**src/rtl/alu_op_ctrl.sv**
```systemverilog
// Sequences one ALU operation per request: registered operands, LAT settle cycles, condition gating, response hold.
// Response at edge k+LAT after acceptance; held until rsp_ready_i, with req_ready_o low from acceptance to response. Optional macro: ALU_OP_CTRL_COND_EN.
module alu_op_ctrl #(
  parameter int N   = 32,
  parameter int LAT = 1
) (
  input  logic         clk_i,
  input  logic         rst_i,
  input  logic         req_valid_i,
  output logic         req_ready_o,
  input  logic [1:0]   req_opcode_i,
  input  logic [N-1:0] req_a_i,
  input  logic [N-1:0] req_b_i,
  input  logic [3:0]   req_cond_i,
  input  logic         req_flagw_i,
  output logic [1:0]   alu_opcode_o,
  output logic [N-1:0] alu_a_o,
  output logic [N-1:0] alu_b_o,
  input  logic [N-1:0] alu_result_i,
  input  logic [3:0]   alu_flags_i,
  output logic         rsp_valid_o,
  input  logic         rsp_ready_i,
  output logic [N-1:0] rsp_result_o,
  output logic [3:0]   rsp_flags_o,
  output logic         rsp_exec_o,
  output logic [3:0]   flags_o
);

  typedef enum logic [1:0] {IDLE, EXEC, RESP} state_t;

  state_t     state_q, state_d;
  logic [3:0] cnt_q;
  logic       flagw_q;
  logic       cond_pass;
  logic       accept, capture, skip;

`ifdef ALU_OP_CTRL_COND_EN
  logic pass_q;
  logic fn, fz, fc, fv;

  // Evaluated against the flag register as it stands before the acceptance edge.
  always_comb begin
    {fn, fz, fc, fv} = flags_o;
    cond_pass = 1'b1;
    case (req_cond_i)
      4'h0: cond_pass = fz;
      4'h1: cond_pass = !fz;
      4'h2: cond_pass = fc;
      4'h3: cond_pass = !fc;
      4'h4: cond_pass = fn;
      4'h5: cond_pass = !fn;
      4'h6: cond_pass = fv;
      4'h7: cond_pass = !fv;
      4'h8: cond_pass = fc && !fz;
      4'h9: cond_pass = !fc || fz;
      4'hA: cond_pass = (fn == fv);
      4'hB: cond_pass = (fn != fv);
      4'hC: cond_pass = !fz && (fn == fv);
      4'hD: cond_pass = fz || (fn != fv);
      default: cond_pass = 1'b1;
    endcase
  end
`else
  logic unused_cond;
  assign unused_cond = ^req_cond_i;
  assign cond_pass   = 1'b1;
`endif

  always_ff @(posedge clk_i) begin
    if (rst_i) state_q <= IDLE;
    else       state_q <= state_d;
  end

  always_comb begin
    state_d     = state_q;
    req_ready_o = 1'b0;
    rsp_valid_o = 1'b0;
    accept      = 1'b0;
    capture     = 1'b0;
    skip        = 1'b0;
    case (state_q)
      IDLE: begin
        req_ready_o = 1'b1;
        if (req_valid_i) begin
          accept  = 1'b1;
          state_d = EXEC;
        end
      end
      EXEC: begin
`ifdef ALU_OP_CTRL_COND_EN
        // A failed condition spends exactly one cycle here so the response lands at k+1.
        if (!pass_q) begin
          skip    = 1'b1;
          state_d = RESP;
        end else
`endif
        if (cnt_q == 4'd0) begin
          capture = 1'b1;
          state_d = RESP;
        end
      end
      RESP: begin
        rsp_valid_o = 1'b1;
        if (rsp_ready_i) state_d = IDLE;
      end
      default: state_d = IDLE;
    endcase
  end

  always_ff @(posedge clk_i) begin
    if (rst_i) begin
      cnt_q        <= 4'd0;
      flagw_q      <= 1'b0;
      alu_opcode_o <= '0;
      alu_a_o      <= '0;
      alu_b_o      <= '0;
      rsp_result_o <= '0;
      rsp_flags_o  <= 4'd0;
      rsp_exec_o   <= 1'b0;
      flags_o      <= 4'd0;
`ifdef ALU_OP_CTRL_COND_EN
      pass_q       <= 1'b0;
`endif
    end else begin
      if (accept) begin
        alu_opcode_o <= req_opcode_i;
        alu_a_o      <= req_a_i;
        alu_b_o      <= req_b_i;
        flagw_q      <= req_flagw_i;
        cnt_q        <= cond_pass ? 4'(LAT - 1) : 4'd0;
`ifdef ALU_OP_CTRL_COND_EN
        pass_q       <= cond_pass;
`endif
      end else if (state_q == EXEC && cnt_q != 4'd0) begin
        cnt_q <= cnt_q - 4'd1;
      end
      if (capture) begin
        rsp_result_o <= alu_result_i;
        rsp_flags_o  <= alu_flags_i;
        rsp_exec_o   <= 1'b1;
        if (flagw_q) flags_o <= alu_flags_i;
      end
      if (skip) begin
        rsp_result_o <= '0;
        rsp_flags_o  <= flags_o;
        rsp_exec_o   <= 1'b0;
      end
    end
  end

endmodule

```
**config.mk**
```make
export PLATFORM = sky130hd
export DESIGN_NAME = alu_op_ctrl
export DESIGN_NICKNAME = d
export VERILOG_FILES = /design/src/rtl/alu_op_ctrl.sv
export SDC_FILE = /design/constraint.sdc
export NUM_CORES = 1
export LEC_CHECK = 0
export BUFFER_PORTS_ARGS = -buffer_cell sky130_fd_sc_hd__buf_2
export CORE_UTILIZATION = 40
export CTS_CLUSTER_SIZE = 40
export DETAILED_ROUTE_END_ITERATION = 12
export MAX_ROUTING_LAYER = met4
export PLACE_DENSITY = 0.72
export SYNTH_ARGS = -nofsm -noshare
export SYNTH_HDL_FRONTEND = slang
export SYNTH_SLANG_ARGS = --single-unit
```
**constraint.sdc**
```tcl
create_clock -name clk_i -period 2.4 [get_ports clk_i]
set_input_delay 0.48 -clock clk_i [delete_from_list [all_inputs] [get_ports clk_i]]
set_output_delay 0.48 -clock clk_i [all_outputs]
set_load 0.01 [all_outputs]
```
==> results.md <==
- P_sw: around 0.0012 W
- Avg WL per Cell: between 10 and 15 um
- Crit-path cells: inv_1 > ha_1 > or3b_1 > buf_4 > o21ai_0 > a21oi_1
- Pin count of the biggest net entering global routing: 69
- Port Buffers: 215
- Hold buffers post-CTS: 0
- Cell area after synthesis: about 0.0042 mm^2
- Worst slew pin tran: about 690 ps
- YS warnings: 0
- Net Count, Synth: 625
- CP Data Required Time: 2770 ps
- Skew final: 10.4 ps
- CTS tree: done
- Flop pwr share: 0.408
- Yosys reg bits: 114
- CP Capture Point: rsp_result_o[27]
- Async set-reset flop share out of synthesis: 0
- Pre-CTS WS: 467 ps
- Placed insts: 825
- PD cells: 856 mW/mm^2
- Leak: 2.75 nW
- RSZ-0062 raised after global routing: no
- Int Pwr: 0.00385 W
- Longest Clk Path Bufs: 2
- Overflow after GRT: 0
- Critical path type: reg2reg
- Tmin final: between 1500 and 2000 ps
- Placer Congestion: 0.766
- Clock sinks: 114
- DR pass1 iterations: 5
- Mean area per synthesized cell: 8.17 um^2
- Ant diodes: 0
- Critical Path Fanout Max: 28
- Die Area: 0.0109 mm^2
- Top-count cell post-synth: nand2_1
- H-Tree Depth: 4
- Critical path capture point type: register
- Layout cell share with drive strength beyond 1: 0.356
- Non-filler cells, final: 855
- Dominant synthesized flop cell: dfxtp_1
- Critical path origin: cnt_q[0]
- Crit-path slowest cell: or3b_1
- Initial antenna violation count: 0
- Total Wirelength: ~11 mm
- Hold Crit Class: in2reg
- Die height: 104 um
- Initial Util: 0.421
- Core Box Area: 0.00995 mm^2
- Final WS setup: approximately 440 ps
- Reg2Reg Capture Point: rsp_result_o[27]
- Final setup fails: 0
- Routed via count: 4,264
- Cell count after synthesis: a little over 500
- Worst R2R Path Depth: 6
- TNS Setup: 0 ps
- Dpl hpwl: 7.56 mm
- Arrival time worst endpoint: between 2000 and 2500 ps
- Register clock-pin slew on the reported worst setup and hold paths: 60 ps
- Max Clk Rate: 511 MHz
- Worst IR Drop VDD: 0.541 mV
- Top-Level Pins: between 200 and 250
- Post-synthesis sequential area ratio: 0.545
- Combinational power share: 0.107
- Post_cts resized: 0
- Netlist cell types: 23
- Reg2Reg Launch Point: cnt_q[0]
- Overall Global Routing Usage: 0.217
- Post-layout nets: 823
- CTS Root Buffer Type: clkbuf_8
- First-pass GRT wire length: 18.4 mm
- Clk pwr share: 0.485
- Final ANT Viol Nets: 0
- FF/Latch Area: 0.00228 mm^2
- EDFF count, synth: 0
- Startpoint type of the worst setup path: register
- Vias in the first global route: approximately 4,000
- Dominant cell type by area after synthesis: dfxtp_1
- Multi-input logic area: 0.00169 mm^2
- Area Growth Syn to Fin: 40.7%
- First DRT Iteration DRCs: 203
- Die Wd: 104 um
- Reg2reg setup slack: 440 ps
- Slew Limit Fails: 0
- Synth top cells by count: nand2_1, dfxtp_1, a21oi_1, nand3_1, o21ai_0
- Number of buffers created by CTS: 17
- Vias per Instance: 4.99
- Hold Startpoint: req_b_i[12]
- Residual DRC count: 0
- Sw Share: 0.237
- Maxcap violations: 0
- Site row count: 36
- Top post-synthesis cells by area: dfxtp_1, a21oi_1, nand2_1
- Setup Buffers After CTS: 0
- Slew margin rel.: 0.540
- Hold Vio Cnt, Final: 0
- Filler cells: between 900 and 1,000
- Clock Latency Late Sink: 520 ps
- Slowest stage delay, CP: 580 ps
- Status: finished, final reports clean
- Area share of the leading cell type in the synthesized netlist: 0.545
- Final period util: 0.815
==> power groups by stage <==
stage          clock [W]  sequential, W  combinational [W]
6_report         0.00245        0.00206           0.000541
4_1_cts          0.00250        0.00206           0.000546
3_3_place_gp           0        0.00209           0.000533
2_1_floorplan          0        0.00215           0.000250
5_1_grt          0.00259        0.00207           0.000602
3_5_place_dp           0        0.00210           0.000545
==> worst max-delay path: cells and delay by family (launching register included) <==
| kind | cells | cell delay, ps |
|---|---|---|
| fa+ha+maj | 1 | 240 |
| compound gates | 2 | 280 |
| buf+inv | 2 | 380 |
| flops | 1 | 330 |
| simple gates | 1 | 580 |
==> worst min path at each step <==
| stage | to | slack (ps) | depth (start not counted) |
|---|---|---|---|
| 3_3_place_gp | alu_b_o[22] | 440 | 2 |
| 3_5_place_dp | alu_b_o[12] | 440 | 2 |
| 2_1_floorplan | flagw_q | 440 | 2 |
| 5_1_grt | alu_b_o[13] | 180 | 3 |
| 6_report | alu_b_o[12] | 190 | 3 |
| 4_1_cts | alu_b_o[12] | 180 | 3 |
==> layout make-up <==
cell class                      instances  share of cell area
Sequential cell                       114               0.387
Multi-Input combinational cell        351               0.286
Timing Repair Buffer                  223               0.197
Clock buffer                           20              0.0756
Tap cell                              133              0.0282
Clock inverter                         10              0.0229
Inverter                                4             0.00255
==> routing by layer <==
layer  share of wire  global-route usage
met3           0.066              0.0595
met2            0.50               0.362
met4           0.018               0.113
met1            0.42               0.235
met5               0                   -
==> registers in the layout, summed over array words and instances (netlist names) <==
| name | cells |
|---|---|
| alu_b_o | 32 |
| rsp_result_o | 32 |
| flagw_q | 1 |
| cnt_q | 4 |
| flags_o | 4 |
| rsp_flags_o | 4 |
| alu_a_o | 32 |
| state_q | 2 |
| alu_opcode_o | 2 |
| rsp_exec_o | 1 |
==> stage by stage <==
step	util	hold WS [ps]	cell area [um^2]	total power, W
2_1_floorplan	-	437	4190	0.00240
3_3_place_gp	0.534	439	5320	0.00262
3_5_place_dp	0.534	443	5320	0.00264
4_1_cts	0.592	176	5900	0.00510
5_1_grt	0.592	184	5900	0.00527
6_report	0.592	194	5900	0.00505
==> cells by family (layout without fill, tap and decap cells) <==
family	Yosys count	count (layout)	share of synthesized area
buffers and inverters	48	257	0.0573
muxes	4	4	0.00956
AOI/OAI and AO/OA	150	150	0.183
DFF	114	114	0.545
adders and majority gates	1	1	0.00299
and+or+nand+nor	196	196	0.202
==> layout by cell type, fill, tap and decap left out, types with 2 or more instances in the layout <==
| cell type | Yosys | routed |
|---|---|---|
| nand2_1 | 134 | 134 |
| nor3b_4 | 0 | 2 |
| clkbuf_16 | 0 | 16 |
| mux2i_1 | 4 | 4 |
| nand2b_1 | 10 | 10 |
| buf_4 | 4 | 7 |
| nand3_1 | 39 | 39 |
| buf_2 | 11 | 214 |
| clkbuf_8 | 0 | 3 |
| buf_12 | 0 | 2 |
| a21oi_1 | 109 | 109 |
| nor2_1 | 5 | 5 |
| inv_1 | 4 | 4 |
| dfxtp_1 | 114 | 114 |
| clkinvlp_4 | 0 | 4 |
| bufinv_16 | 0 | 3 |
| clkinv_2 | 0 | 3 |
| o21ai_0 | 38 | 38 |
Note: power is estimated with default switching activity, not from simulation.
